### config.mk
export PLATFORM = sky130hd
export DESIGN_NAME = vram_arbiter
export DESIGN_NICKNAME = d
export VERILOG_FILES = /design/src/rtl/vram_arbiter.sv
export SDC_FILE = /design/constraint.sdc
export NUM_CORES = 1
export LEC_CHECK = 0
export BUFFER_PORTS_ARGS = -buffer_cell sky130_fd_sc_hd__buf_2
export CELL_PAD_IN_SITES_DETAIL_PLACEMENT = 2
export CELL_PAD_IN_SITES_GLOBAL_PLACEMENT = 2
export CORE_ASPECT_RATIO = 1.75
export CORE_MARGIN = 2
export CORE_UTILIZATION = 28
export CTS_BUF_LIST = sky130_fd_sc_hd__clkbuf_4
export DETAILED_ROUTE_END_ITERATION = 12
export GPL_TIMING_DRIVEN = 0
export PLACE_DENSITY = 0.92
export SLEW_MARGIN = 20
export SYNTH_ARGS = -nofsm -noshare
export SYNTH_HDL_FRONTEND = slang
export SYNTH_SLANG_ARGS = --single-unit
### constraint.sdc
create_clock -name clock -period 2 [get_ports clock]
set_input_delay 0.1 -clock clock [delete_from_list [all_inputs] [get_ports clock]]
set_output_delay 0.1 -clock clock [all_outputs]
set_load 0.005 [all_outputs]
### src/rtl/vram_arbiter.sv
// Arbitrates one asynchronous SRAM between a video read port and an MCU write port.
// Define VRAM_ARBITER_WRITE_FIFO_EN to post writes into a 4-entry FIFO instead of a single holding register.
module vram_arbiter #(
  parameter int unsigned WAIT_CYCLES  = 1,
  parameter int unsigned STARVE_LIMIT = 4
) (
  input  logic        clock,
  input  logic        reset,
  input  logic        videoReadRequest,
  input  logic [16:0] videoAddress,
  output logic [7:0]  videoReadData,
  output logic        videoReadComplete,
  input  logic        writeRequest,
  input  logic [16:0] writeAddress,
  input  logic [7:0]  writeData,
  output logic        writeComplete,
  output logic        writePending,
  output logic [16:0] ramAddress,
  output logic [7:0]  ramDataOut,
  input  logic [7:0]  ramDataIn,
  output logic        ramDataDrive,
  output logic        ramOutputEnableN,
  output logic        ramWriteEnableN
);

  typedef enum logic [2:0] {
    IDLE, READ_WAIT, READ_DONE, WRITE_SETUP, WRITE_PULSE, WRITE_HOLD
  } state_e;

  localparam logic [2:0] WAIT_LAST  = 3'(WAIT_CYCLES - 1);
  localparam logic [3:0] STARVE_MAX = 4'(STARVE_LIMIT);

  state_e      state_q, state_d;
  logic [2:0]  wait_cnt_q, wait_cnt_d;
  logic [3:0]  starve_q, starve_d;
  logic [16:0] addr_q;
  logic [7:0]  data_q, rd_data_q;
  logic        rd_done_q, wr_done_q, wr_done_d;
  logic        grant_video, grant_write, wait_done, starved;
  logic        wr_avail;
  logic [16:0] wr_head_addr;
  logic [7:0]  wr_head_data;

`ifdef VRAM_ARBITER_WRITE_FIFO_EN
  logic [24:0] fifo_mem [4];
  logic [1:0]  fifo_rd_q, fifo_wr_q;
  logic [2:0]  fifo_cnt_q, fifo_cnt_d;
  logic        fifo_push;

  // The requester holds writeRequest through its own completion pulse; ignoring
  // it for that one cycle keeps a single request from being posted twice.
  assign fifo_push    = writeRequest && (fifo_cnt_q != 3'd4) && !wr_done_q;
  assign wr_avail     = (fifo_cnt_q != 3'd0);
  assign wr_head_addr = fifo_mem[fifo_rd_q][24:8];
  assign wr_head_data = fifo_mem[fifo_rd_q][7:0];
  assign wr_done_d    = fifo_push;
  assign writePending = wr_avail || ramDataDrive;

  always_comb begin
    fifo_cnt_d = fifo_cnt_q;
    case ({fifo_push, grant_write})
      2'b10:   fifo_cnt_d = fifo_cnt_q + 3'd1;
      2'b01:   fifo_cnt_d = fifo_cnt_q - 3'd1;
      default: fifo_cnt_d = fifo_cnt_q;
    endcase
  end

  always_ff @(posedge clock or posedge reset) begin
    if (reset) begin
      fifo_rd_q  <= '0;
      fifo_wr_q  <= '0;
      fifo_cnt_q <= '0;
    end else begin
      if (fifo_push)   fifo_wr_q <= fifo_wr_q + 2'd1;
      if (grant_write) fifo_rd_q <= fifo_rd_q + 2'd1;
      fifo_cnt_q <= fifo_cnt_d;
    end
  end

  // NOTE: the storage array has no reset; clearing the pointers and count empties it.
  always_ff @(posedge clock) begin
    if (fifo_push) fifo_mem[fifo_wr_q] <= {writeAddress, writeData};
  end
`else
  logic run_q;

  // run_q keeps a request held across reset from showing as pending or being granted.
  assign wr_avail     = writeRequest && run_q;
  assign wr_head_addr = writeAddress;
  assign wr_head_data = writeData;
  assign wr_done_d    = (state_d == WRITE_HOLD);
  assign writePending = wr_avail;

  always_ff @(posedge clock or posedge reset) begin
    if (reset) run_q <= 1'b0;
    else       run_q <= 1'b1;
  end
`endif

  assign wait_done = (wait_cnt_q == WAIT_LAST);
  assign starved   = wr_avail && (starve_q == STARVE_MAX);

  // State register
  always_ff @(posedge clock or posedge reset) begin
    if (reset) begin
      state_q    <= IDLE;
      wait_cnt_q <= '0;
      starve_q   <= '0;
    end else begin
      state_q    <= state_d;
      wait_cnt_q <= wait_cnt_d;
      starve_q   <= starve_d;
    end
  end

  // NOTE: every combinational output gets a default first so no latch is inferred.
  always_comb begin
    state_d     = state_q;
    wait_cnt_d  = wait_cnt_q;
    grant_video = 1'b0;
    grant_write = 1'b0;
    unique case (state_q)
      IDLE: begin
        if (videoReadRequest && !starved) begin
          grant_video = 1'b1;
          wait_cnt_d  = '0;
          state_d     = READ_WAIT;
        end else if (wr_avail) begin
          grant_write = 1'b1;
          state_d     = WRITE_SETUP;
        end
      end
      READ_WAIT: begin
        if (wait_done) state_d = READ_DONE;
        else           wait_cnt_d = wait_cnt_q + 3'd1;
      end
      READ_DONE:   state_d = IDLE;
      WRITE_SETUP: begin
        wait_cnt_d = '0;
        state_d    = WRITE_PULSE;
      end
      WRITE_PULSE: begin
        if (wait_done) state_d = WRITE_HOLD;
        else           wait_cnt_d = wait_cnt_q + 3'd1;
      end
      WRITE_HOLD:  state_d = IDLE;
      default:     state_d = IDLE;
    endcase
  end

  always_comb begin
    starve_d = starve_q;
    if (!wr_avail || grant_write) begin
      starve_d = '0;
    end else if (grant_video && (starve_q != STARVE_MAX)) begin
      starve_d = starve_q + 4'd1;
    end
  end

  // SRAM strobes decode straight from the state flops, so reset idles the bus immediately.
  always_comb begin
    ramOutputEnableN = 1'b1;
    ramWriteEnableN  = 1'b1;
    ramDataDrive     = 1'b0;
    unique case (state_q)
      READ_WAIT, READ_DONE:    ramOutputEnableN = 1'b0;
      WRITE_SETUP, WRITE_HOLD: ramDataDrive = 1'b1;
      WRITE_PULSE: begin
        ramDataDrive    = 1'b1;
        ramWriteEnableN = 1'b0;
      end
      default: ;
    endcase
  end

  always_ff @(posedge clock or posedge reset) begin
    if (reset) begin
      addr_q    <= '0;
      data_q    <= '0;
      rd_data_q <= '0;
      rd_done_q <= 1'b0;
      wr_done_q <= 1'b0;
    end else begin
      if (grant_video) addr_q <= videoAddress;
      if (grant_write) begin
        addr_q <= wr_head_addr;
        data_q <= wr_head_data;
      end
      if ((state_q == READ_WAIT) && wait_done) rd_data_q <= ramDataIn;
      rd_done_q <= (state_d == READ_DONE);
      wr_done_q <= wr_done_d;
    end
  end

  assign ramAddress        = addr_q;
  assign ramDataOut        = data_q;
  assign videoReadData     = rd_data_q;
  assign videoReadComplete = rd_done_q;
  assign writeComplete     = wr_done_q;

endmodule

==> flow_metrics.py, run 1 <==
metrics = {
    "critical_path": {
        "path_delay_family": "compound AO/OA/AOI/OAI gates",
        "critPathMaxStageDelay_ps": 430,
        "end_kind": "flip-flop",
        "startpoint_type": "flip-flop",
        "slowest_stage": "dfrtp_1",
        "cpMostUsedCell": "a21oi_1",
        "crit_chain": "inv_1, ha_1, nand3b_1, a211oi_4, buf_4, a21oi_1, a21oi_1",
        "crit_type": "reg -> reg",
        "critPathRequiredTime_ps": 2290,
        "crit_buf_inv": 2,
        "worstPathArrival_ps": 2260,
        "crit_path_max_fanout": 5,
    },
    "timing": {
        "setup_ws_ps": 38.1,
        "hold_violations": 0,
        "fin_crit_sh_pct": 98.1,
        "setup_viol": 0,
        "finalCriticalPeriod_ps": 1960,
        "maxSlewViolCount": 0,
        "worst_pin_slew_ps": 541,
        "maxSlewHeadroom_pct": 63.8,
        "rsz0062_at_grt": "yes",
        "fmax_ghz": 0.510,
        "clock_skew_ps": 10.3,
    },
    "cells_and_area": {
        "post-route-util_pct": 44.1,
        "layout.nets": 435,
        "fin_cells": 466,
        "final_common_cell": "buf_2",
        "diodes": 0,
        "mostFrequentLayoutCells": "buf_2 (94), nand2_1 (55), dfrtp_1 (46)",
        "drive_gt1_share_pct": 35.4,
        "syn_to_final_growth_pct": 53.4,
    },
    "synthesis": {
        "synth-seq-cells": 46,
        "avgSynthCellArea_sq_um": 9.27,
        "synth_area_sq_um": 2160,
        "synth_edf_count": 0,
        "synth_warnings": 0,
        "async_flop_share_pct": 100,
        "ys_seq_area_share_pct": 53.3,
        "syn_nets": 291,
        "synthCells": 233,
        "synthDistinctLibCells": 35,
        "synth_ff_type": "dfrtp_1",
    },
    "cts": {
        "worstSkewPairLatency_ps": 370,
        "cts_root_buf": "clkbuf_4",
        "cts_made_buffers": 5,
        "cts.sinks": 46,
        "h-tree-depth": 2,
        "cts_tree": "done",
        "clockBufferDepth": 2,
        "path_clk_slew_ps": 150,
    },
    "place": {
        "place.gp.congestion": 0.741,
        "dp.cells": 413,
        "hpwl_um": 5740,
        "port_buffers": 91,
        "pre_cts_ws_ps": -366,
    },
    "routing": {
        "wl_met2_um": 5260,
        "wl_met3_um": 208,
        "antenna_left": 0,
        "remaining_drc_errors": 0,
        "drtPass1Iterations": 4,
        "highest_layer": "met4",
        "routedWlPerCell_um": 19.1,
        "vias": 2310,
        "routed_wl_um": 8920,
        "met1_length_um": 3270,
        "vias_per_cell": 4.96,
        "drt_iter0_drc": 121,
    },
    "floorplan": {
        "fp.dieH_um": 120,
        "row_count": 42,
        "die_area_sq_um": 8460,
        "initial_utilization_pct": 28.8,
        "die_w_um": 70.4,
        "pin_count": 93,
        "core_sq_um": 7510,
    },
    "grt": {
        "grt_pass1_vias": 2620,
        "antenna_found_initial": 0,
        "gr-total-overflow": 0,
        "grt_max_degree": 33,
        "grt_usage_pct": 21.0,
        "grt_pass1_wl_um": 13700,
    },
    "hold_path": {
        "min_path_type": "in -> reg",
    },
    "outcome": {
        "status": "completed",
    },
    "power_and_ir_drop": {
        "power_density_nw_per_um2": 1290,
        "ir_drop_mv": 0.530,
        "leakagePower_uw": 0.00166,
    },
    "job": {
        "maxCapViolations": 0,
    },
}
cells by family after synthesis:
group,after synthesis,share of synthesized area [%]
AOI/OAI and AO/OA,51,14.0
xor gates and xnor gates,2,0.811
adders and majority gates,4,2.32
buffers and inverters,21,5.33
DFF,46,53.3
muxes,9,4.63
other,1,0.174
and+or+nand+nor,99,19.5
area by class of cell:
cell class | count | area, sq um
Clock inverter | 3 | 63.8
Sequential cell | 46 | 1150
Buffer | 10 | 82.6
Fill cell | 843 | 4200
Multi-Input combinational cell | 166 | 912
Tap cell | 88 | 110
Timing Repair Buffer | 139 | 925
Inverter | 9 | 33.8
Clock buffer | 5 | 37.5
worst register-to-register path: cells and delay by family, from the launching register on:
kind / cells / cell delay [ps]
AO/OA/AOI/OAI: 3 / 720
adder cells (fa/ha/maj): 1 / 180
buffers and inverters: 2 / 290
flip-flops: 1 / 430
AND/OR/NAND/NOR: 1 / 270
flip-flops by register name (all words and copies together), names as in the netlist:
register           cells
ramAddress            17
ramDataOut             8
videoReadData          8
starve_q               4
state_q                3
wait_cnt_q             3
run_q                  1
videoReadComplete      1
writeComplete          1
per-layer routing:
layer | vias to the layer above | track usage (%)
met3 | 13 | 3.42
met1 | 1184 | 21.8
met2 | 48 | 40.6
li1 | 1065 | -
met4 | 0 | 8.53
met5 | - | 0
per-stage QoR:
step	instance area [sq um]	total power (uW)	setup TNS [ps]	hold slack, ps
final	3320	4260	0	23.7
after global routing	3320	4590	-1210	11.1
after CTS	3260	4170	0	7.51
after detailed placement	2750	3360	-6070	100
after global placement	2730	3210	-4680	291
after floorplan	2160	2540	0	205
power by group:
group	total (uW)	internal (uW)	switching, uW
Sequential	1550	1310	237
Combinational	2010	920	1090
Clock	710	385	325
synth_stat cells (2+ instances only):
master,n,area share [%]
inv_1,9,1.6
nor2b_1,2,0.58
a31oi_1,3,0.87
nor2_1,21,3.6
nand3_1,5,1.2
o211ai_1,2,0.69
nor3_1,4,0.93
buf_2,5,1.2
a21oi_1,33,7.6
nand2b_1,2,0.58
nand2_1,56,9.7
o21ai_0,6,1.4
mux2_2,8,4.2
nand4_1,2,0.58
nor3b_1,2,0.69
ha_1,4,2.3
clkbuf_1,3,0.52
dfrtp_1,46,53
buf_6,4,2.1
worst paths after layout:
kind / start / endpoint / slack [ps] / cells past startpoint
max reg2reg: starve_q[0] / ramAddress[11] / 40 / 7
min reg2reg: ramDataOut[6] / ramDataOut[6] / 500 / 2
min in group asynchronous: reset / videoReadData[4] / 230 / 3
max in group asynchronous: reset / ramAddress[4] / 1260 / 4
max: starve_q[0] / ramAddress[11] / 40 / 7
min: writeAddress[2] / ramAddress[2] / 20 / 3
timing repair:
item / in CTS / in global routing
gates resized for setup: 3 / 8
hold buffers: 37 / 0
buffers inserted: 5 / 5
pin swaps: 2 / 0
setup endpoints to repair: 26 / 22
endpoints found under the hold margin: 47 / 0
Power figures use the tool's default switching activity.
==> inputs of run 2 (changes only) <==
Settings changed: BUFFER_PORTS_ARGS -buffer_cell sky130_fd_sc_hd__buf_2 to -buffer_cell sky130_fd_sc_hd__buf_4, RECOVER_POWER set to 50.
==> run 2 against run 1 <==
Hold slack got worse by 17 ps. Non-clock buffer count fell by 1. Sequential share of layout area fell by 1.4 points. Die area is the same. Fmax grew 1.4%. Critical path type unchanged. Highest routed layer unchanged.
==> flow_metrics.py, run 2 (same netlist as run 1, synthesis figures left out) <==
metrics = {
    "critical_path": {
        "rr_startpoint": "state_q[0]",
        "worstPathArrival_ps": 2250,
        "end_kind": "flip-flop",
        "critPathRequiredTime_ps": 2310,
        "r2r_slack_ps": 60,
        "crit_path_max_fanout": 10,
        "crit_type": "reg -> reg",
        "r2r_cells": 8,
        "startpoint_type": "flip-flop",
        "worstReg2RegEnd": "ramAddress[1]",
    },
    "hold_path": {
        "min_path_type": "in -> reg",
        "holdPathEnd": "ramAddress[8]",
        "min_from": "writeAddress[8]",
        "min_path_cells": 3,
    },
    "timing": {
        "fin_crit_sh_pct": 96.8,
        "tns_ps": 0,
        "finalCriticalPeriod_ps": 1940,
        "holdWs_ps": 6.98,
        "maxSlewHeadroom_pct": 39.8,
        "hold_violations": 0,
        "setup_viol": 0,
        "clock_skew_ps": 23.8,
        "worst_pin_slew_ps": 903,
        "maxSlewViolCount": 0,
        "fmax_ghz": 0.517,
    },
    "grt": {
        "antenna_found_initial": 0,
        "grt_usage_pct": 21.9,
        "grt_max_degree": 26,
        "grt_pass1_vias": 2694,
        "grt_pass1_wl_um": 14000,
        "gr-total-overflow": 0,
    },
    "power_and_ir_drop": {
        "leakagePower_uw": 0.00169,
        "finalPower_uw": 4340,
        "power_density_nw_per_um2": 1260,
        "ir_drop_mv": 0.586,
    },
    "floorplan": {
        "die_area_sq_um": 8460,
        "die_w_um": 70.4,
        "core_sq_um": 7510,
        "initial_utilization_pct": 28.8,
        "pin_count": 93,
        "row_count": 42,
        "fp.dieH_um": 120,
    },
    "cts": {
        "worstSkewPairLatency_ps": 380,
        "path_clk_slew_ps": 140,
        "cts.sinks": 46,
        "cts_root_buf": "clkbuf_4",
        "cts_made_buffers": 5,
        "cts_tree": "done",
        "h-tree-depth": 2,
        "clockBufferDepth": 2,
    },
    "cells_and_area": {
        "diodes": 0,
        "fillerInstances": 836,
        "fin_cells": 464,
        "final_common_cell": "buf_4",
        "largest_register_ffs": 17,
        "finalInstanceArea_sq_um": 3460,
        "layout.nets": 434,
        "drive_gt1_share_pct": 34.6,
        "syn_to_final_growth_pct": 60.0,
        "mostFrequentLayoutCells": "buf_4 (82), nand2_1 (56), dfrtp_1 (45)",
    },
    "place": {
        "hpwl_um": 5880,
        "port_buffers": 91,
        "place.gp.congestion": 0.730,
        "dpl_cell_area_sq_um": 2970,
        "dp.cells": 413,
    },
    "routing": {
        "wl_met2_um": 5940,
        "routed_wl_um": 9580,
        "antenna_left": 0,
        "routedWlPerCell_um": 20.7,
        "vias_per_cell": 5.00,
        "drt_iter0_drc": 85,
        "drtPass1Iterations": 3,
        "vias": 2321,
        "wl_met3_um": 258,
        "highest_layer": "met4",
        "met1_length_um": 3150,
        "remaining_drc_errors": 0,
    },
    "job": {
        "maxCapViolations": 0,
    },
    "outcome": {
        "status": "completed",
    },
}
==> run 2: changes by cell type in the layout (fill, tap and decap cells not counted), moves of 2 or more <==
cell       previous run  this run
clkbuf_1              0         5
clkbuf_2              0         2
bufinv_16             2         0
buf_2                94         3
clkbuf_4              7        23
buf_4                10        82
==> run 2: cell type report <==
cell class / count / area (sq um) / share of cell area (%)
well taps: 88 / 110 / 3.18
inverters: 9 / 33.8 / 0.977
repair buffers: 137 / 1100 / 31.7
multi-input cells: 166 / 925 / 26.7
clock buffers: 7 / 52.6 / 1.52
flip-flops and latches: 46 / 1150 / 33.3
plain buffers: 11 / 87.6 / 2.53
==> run 2: per-layer routing <==
layer / GRT usage, % / up-vias
met5: 0 / -
met4: 7.93 / 0
met3: 3.08 / 19
met2: 45.8 / 56
met1: 20.3 / 1190
li1: - / 1056
==> run 2: power by group <==
part           switching (uW)  internal (uW)
clock network             318            160
registers                 274           1310
logic                    1170           1110
total                    1760           2580
==> run 2: worst max-delay path, stage by stage (launching register included) <==
cell and delay, ps:
dfrtp_1 410, buf_6 150, or3_1 390, buf_6 170, a211oi_4 170, buf_4 170
buf_6 140, a21oi_1 80, a21oi_1 180
==> run 2: timing repair <==
item                                    4_1_cts  5_1_grt
buffers inserted                              3        6
pin swaps                                     2        1
hold endpoints to repair                     54        0
hold buffers                                 36        0
resized for setup                             4       10
endpoints found under the setup margin       23       29
==> run 2: metrics by stage <==
stage / setup slack, ps / utilization (%)
after floorplan: 243 / -
after global placement: -324 / 39.3
after detailed placement: -431 / 39.6
after CTS: 8.75 / 45.5
after global routing: -23.2 / 46.0
final: 64.7 / 46.0
==> run 2: how the worst max path moves through the flow <==
| stage | slack (ps) | depth (start not counted) | endpoint | from |
|---|---|---|---|---|
| 6_report | 60 | 8 | ramAddress[1] | state_q[0] |
| 5_1_grt | -20 | 8 | ramAddress[5] | state_q[0] |
| 4_1_cts | 9 | 7 | ramAddress[7] | starve_q[0] |
| 3_5_place_dp | -430 | 7 | ramAddress[11] | starve_q[0] |
| 3_3_place_gp | -320 | 7 | ramAddress[0] | starve_q[0] |
| 2_1_floorplan | 240 | 7 | ramAddress[10] | starve_q[0] |
==> inputs of run 3 (changes only) <==
Settings changed: BUFFER_PORTS_ARGS -buffer_cell sky130_fd_sc_hd__buf_4 to unset, CORE_UTILIZATION 28 to 37, DONT_BUFFER_PORTS set to 1, PLACE_DENSITY 0.92 to 0.91.
==> run 3 against run 2 <==
The flow now finishes with violations (negative setup slack). Largest cell class is now flip-flops and latches. Cell count shrank 19%. Critical path type unchanged. Highest routed layer unchanged. Flip-flop and latch count is the same. Largest power group is now registers. Hold slack gained 36 ps. Non-clock buffer count shrank 75.
==> flow_metrics.py, run 3 (same netlist as run 1, synthesis figures left out) <==
metrics = {
    "outcome": {
        "status": "complete, but fails checks",
        "failed_checks": "negative setup slack",
    },
    "cells_and_area": {
        "finalInstanceArea_sq_um": 2930,
        "diodes": 0,
        "largest_register_ffs": 17,
        "mostFrequentLayoutCells": "nand2_1 (55), dlygate4sd3_1 (51), dfrtp_1 (46)",
        "syn_to_final_growth_pct": 35.7,
        "post-route-util_pct": 52.5,
        "final_common_cell": "nand2_1",
        "fillerInstances": 602,
        "drive_gt1_share_pct": 15.0,
        "fin_cells": 377,
        "layout.nets": 359,
    },
    "hold_path": {
        "min_path_type": "in -> reg",
        "holdPathEnd": "starve_q[3]",
        "min_path_cells": 2,
        "min_from": "writeRequest",
    },
    "power_and_ir_drop": {
        "clkPwrFrac_pct": 11.9,
        "p_sw_uw": 1680,
        "leakagePower_uw": 0.00133,
        "ir_drop_mv": 0.669,
        "power_density_nw_per_um2": 1290,
        "finalPower_uw": 3790,
        "combPwrFrac_pct": 43.2,
        "pwr-share-seq_pct": 44.9,
        "intPower_uw": 2110,
        "swShare_pct": 44.3,
    },
    "floorplan": {
        "die_area_sq_um": 6490,
        "row_count": 36,
        "core_sq_um": 5590,
        "fp.dieH_um": 105,
        "die_w_um": 61.8,
        "initial_utilization_pct": 38.7,
        "pin_count": 93,
    },
    "critical_path": {
        "crit_type": "reg -> reg",
        "critPathRequiredTime_ps": 2300,
        "r2r_slack_ps": -40,
        "rr_startpoint": "starve_q[0]",
        "path_delay_family": "compound AO/OA/AOI/OAI gates",
        "worstReg2RegEnd": "ramAddress[7]",
        "crit_chain": "inv_1, ha_1, nand3b_1, a211oi_4, buf_6, nand2_1, a31oi_1",
        "r2r_cells": 7,
        "crit_buf_inv": 2,
        "critPathMaxStageDelay_ps": 480,
        "slowest_stage": "dfrtp_1",
        "crit_path_max_fanout": 10,
        "worstPathArrival_ps": 2340,
        "startpoint_type": "flip-flop",
        "end_kind": "flip-flop",
    },
    "grt": {
        "grt_usage_pct": 27.8,
        "met2_usage_pct": 50.8,
        "gr-usage-met1_pct": 30.9,
        "grt_pass1_vias": 2403,
        "met3_usage_pct": 4.70,
        "grt_pass1_wl_um": 13200,
        "gr-total-overflow": 0,
        "grt.busiest_layer": "met2",
        "antenna_found_initial": 0,
        "grt_max_degree": 31,
    },
    "place": {
        "port_buffers": 0,
        "hpwl_um": 4940,
        "dp.cells": 310,
        "dpl_cell_area_sq_um": 2280,
        "place.gp.congestion": 0.756,
    },
    "cts": {
        "worstSkewPairLatency_ps": 380,
        "cts_root_buf": "clkbuf_4",
        "clockBufferDepth": 2,
        "cts.sinks": 46,
        "cts_made_buffers": 5,
        "h-tree-depth": 2,
        "cts_tree": "done",
        "path_clk_slew_ps": 150,
    },
    "timing": {
        "setup_viol": 18,
        "setup_ws_ps": -44.3,
        "maxSlewViolCount": 0,
        "fin_crit_sh_pct": 102,
        "clock_skew_ps": 19.6,
        "finalCriticalPeriod_ps": 2040,
        "maxSlewHeadroom_pct": 48.4,
        "fmax_ghz": 0.489,
        "worst_pin_slew_ps": 775,
        "holdWs_ps": 42.7,
        "hold_violations": 0,
    },
    "routing": {
        "routedWlPerCell_um": 24.7,
        "drtPass1Iterations": 4,
        "drt_iter0_drc": 54,
        "vias_per_cell": 5.48,
        "remaining_drc_errors": 0,
        "routed_wl_um": 9320,
        "vias": 2065,
        "antenna_left": 0,
    },
    "job": {
        "maxCapViolations": 0,
    },
}
run 3: cell types whose count changed in the layout (fill, tap and decap cells not counted), moves of 5 or more:
cell,before,now
buf_4,82,12
clkbuf_1,5,0
clkbuf_4,23,8
dlygate4sd3_1,36,51
run 3: final cells by class:
type                       instances  area, sq um  share of cell area, %
inverter                           9         33.8                   1.15
clock inverter                     1         7.51                  0.256
tap                               76         95.1                   3.24
sequential                        46         1150                   39.2
timing repair buffer              62          591                   20.1
clock buffer                       6         45.0                   1.54
buffer                            11         90.1                   3.07
multi-input combinational        166          920                   31.4
run 3: worst reg2reg max path, stage by stage (launching register included):
cell and delay, ps:
dfrtp_1 480, inv_1 120, ha_1 170, nand3b_1 260, a211oi_4 480, buf_6 210
nand2_1 70, a31oi_1 210
run 3: how the worst max path moves through the flow:
stage                           start              to  cells past startpoint
after floorplan           starve_q[0]  ramAddress[10]                      7
after global placement    starve_q[0]  ramAddress[10]                      7
after detailed placement  starve_q[0]   ramAddress[1]                      7
after CTS                 starve_q[0]  ramAddress[11]                      7
after global routing      starve_q[0]  ramAddress[13]                      7
final                     starve_q[0]   ramAddress[7]                      7
run 3: repair_timing:
| action | CTS | global route |
|---|---|---|
| hold endpoints to repair | 79 | 0 |
| resized for setup | 4 | 12 |
| endpoints found under the setup margin | 23 | 30 |
| setup buffers | 2 | 8 |
| pin swaps | 2 | 2 |
| hold buffers | 51 | 0 |
run 3: power by group through the flow:
stage	clock (uW)	combinational (uW)	sequential, uW
finish	453	1640	1700
global route	491	1780	1740
CTS	460	1390	1660
detailed placement	0	1290	1670
global placement	0	1190	1650
floorplan	0	991	1550
run 3: metal layers:
| metal | part of all wire [%] | up-vias |
|---|---|---|
| li1 | - | 911 |
| met1 | 35 | 1063 |
| met2 | 59 | 72 |
| met3 | 3.9 | 19 |
| met4 | 2.4 | 0 |
| met5 | 0 | - |
run 3: per-stage QoR:
stage / TNS (ps) / setup slack (ps)
CTS: 0 / 20.7
floorplan: 0 / 243
detailed placement: -5020 / -309
global route: -3050 / -202
finish: -409 / -44.3
global placement: -3560 / -215
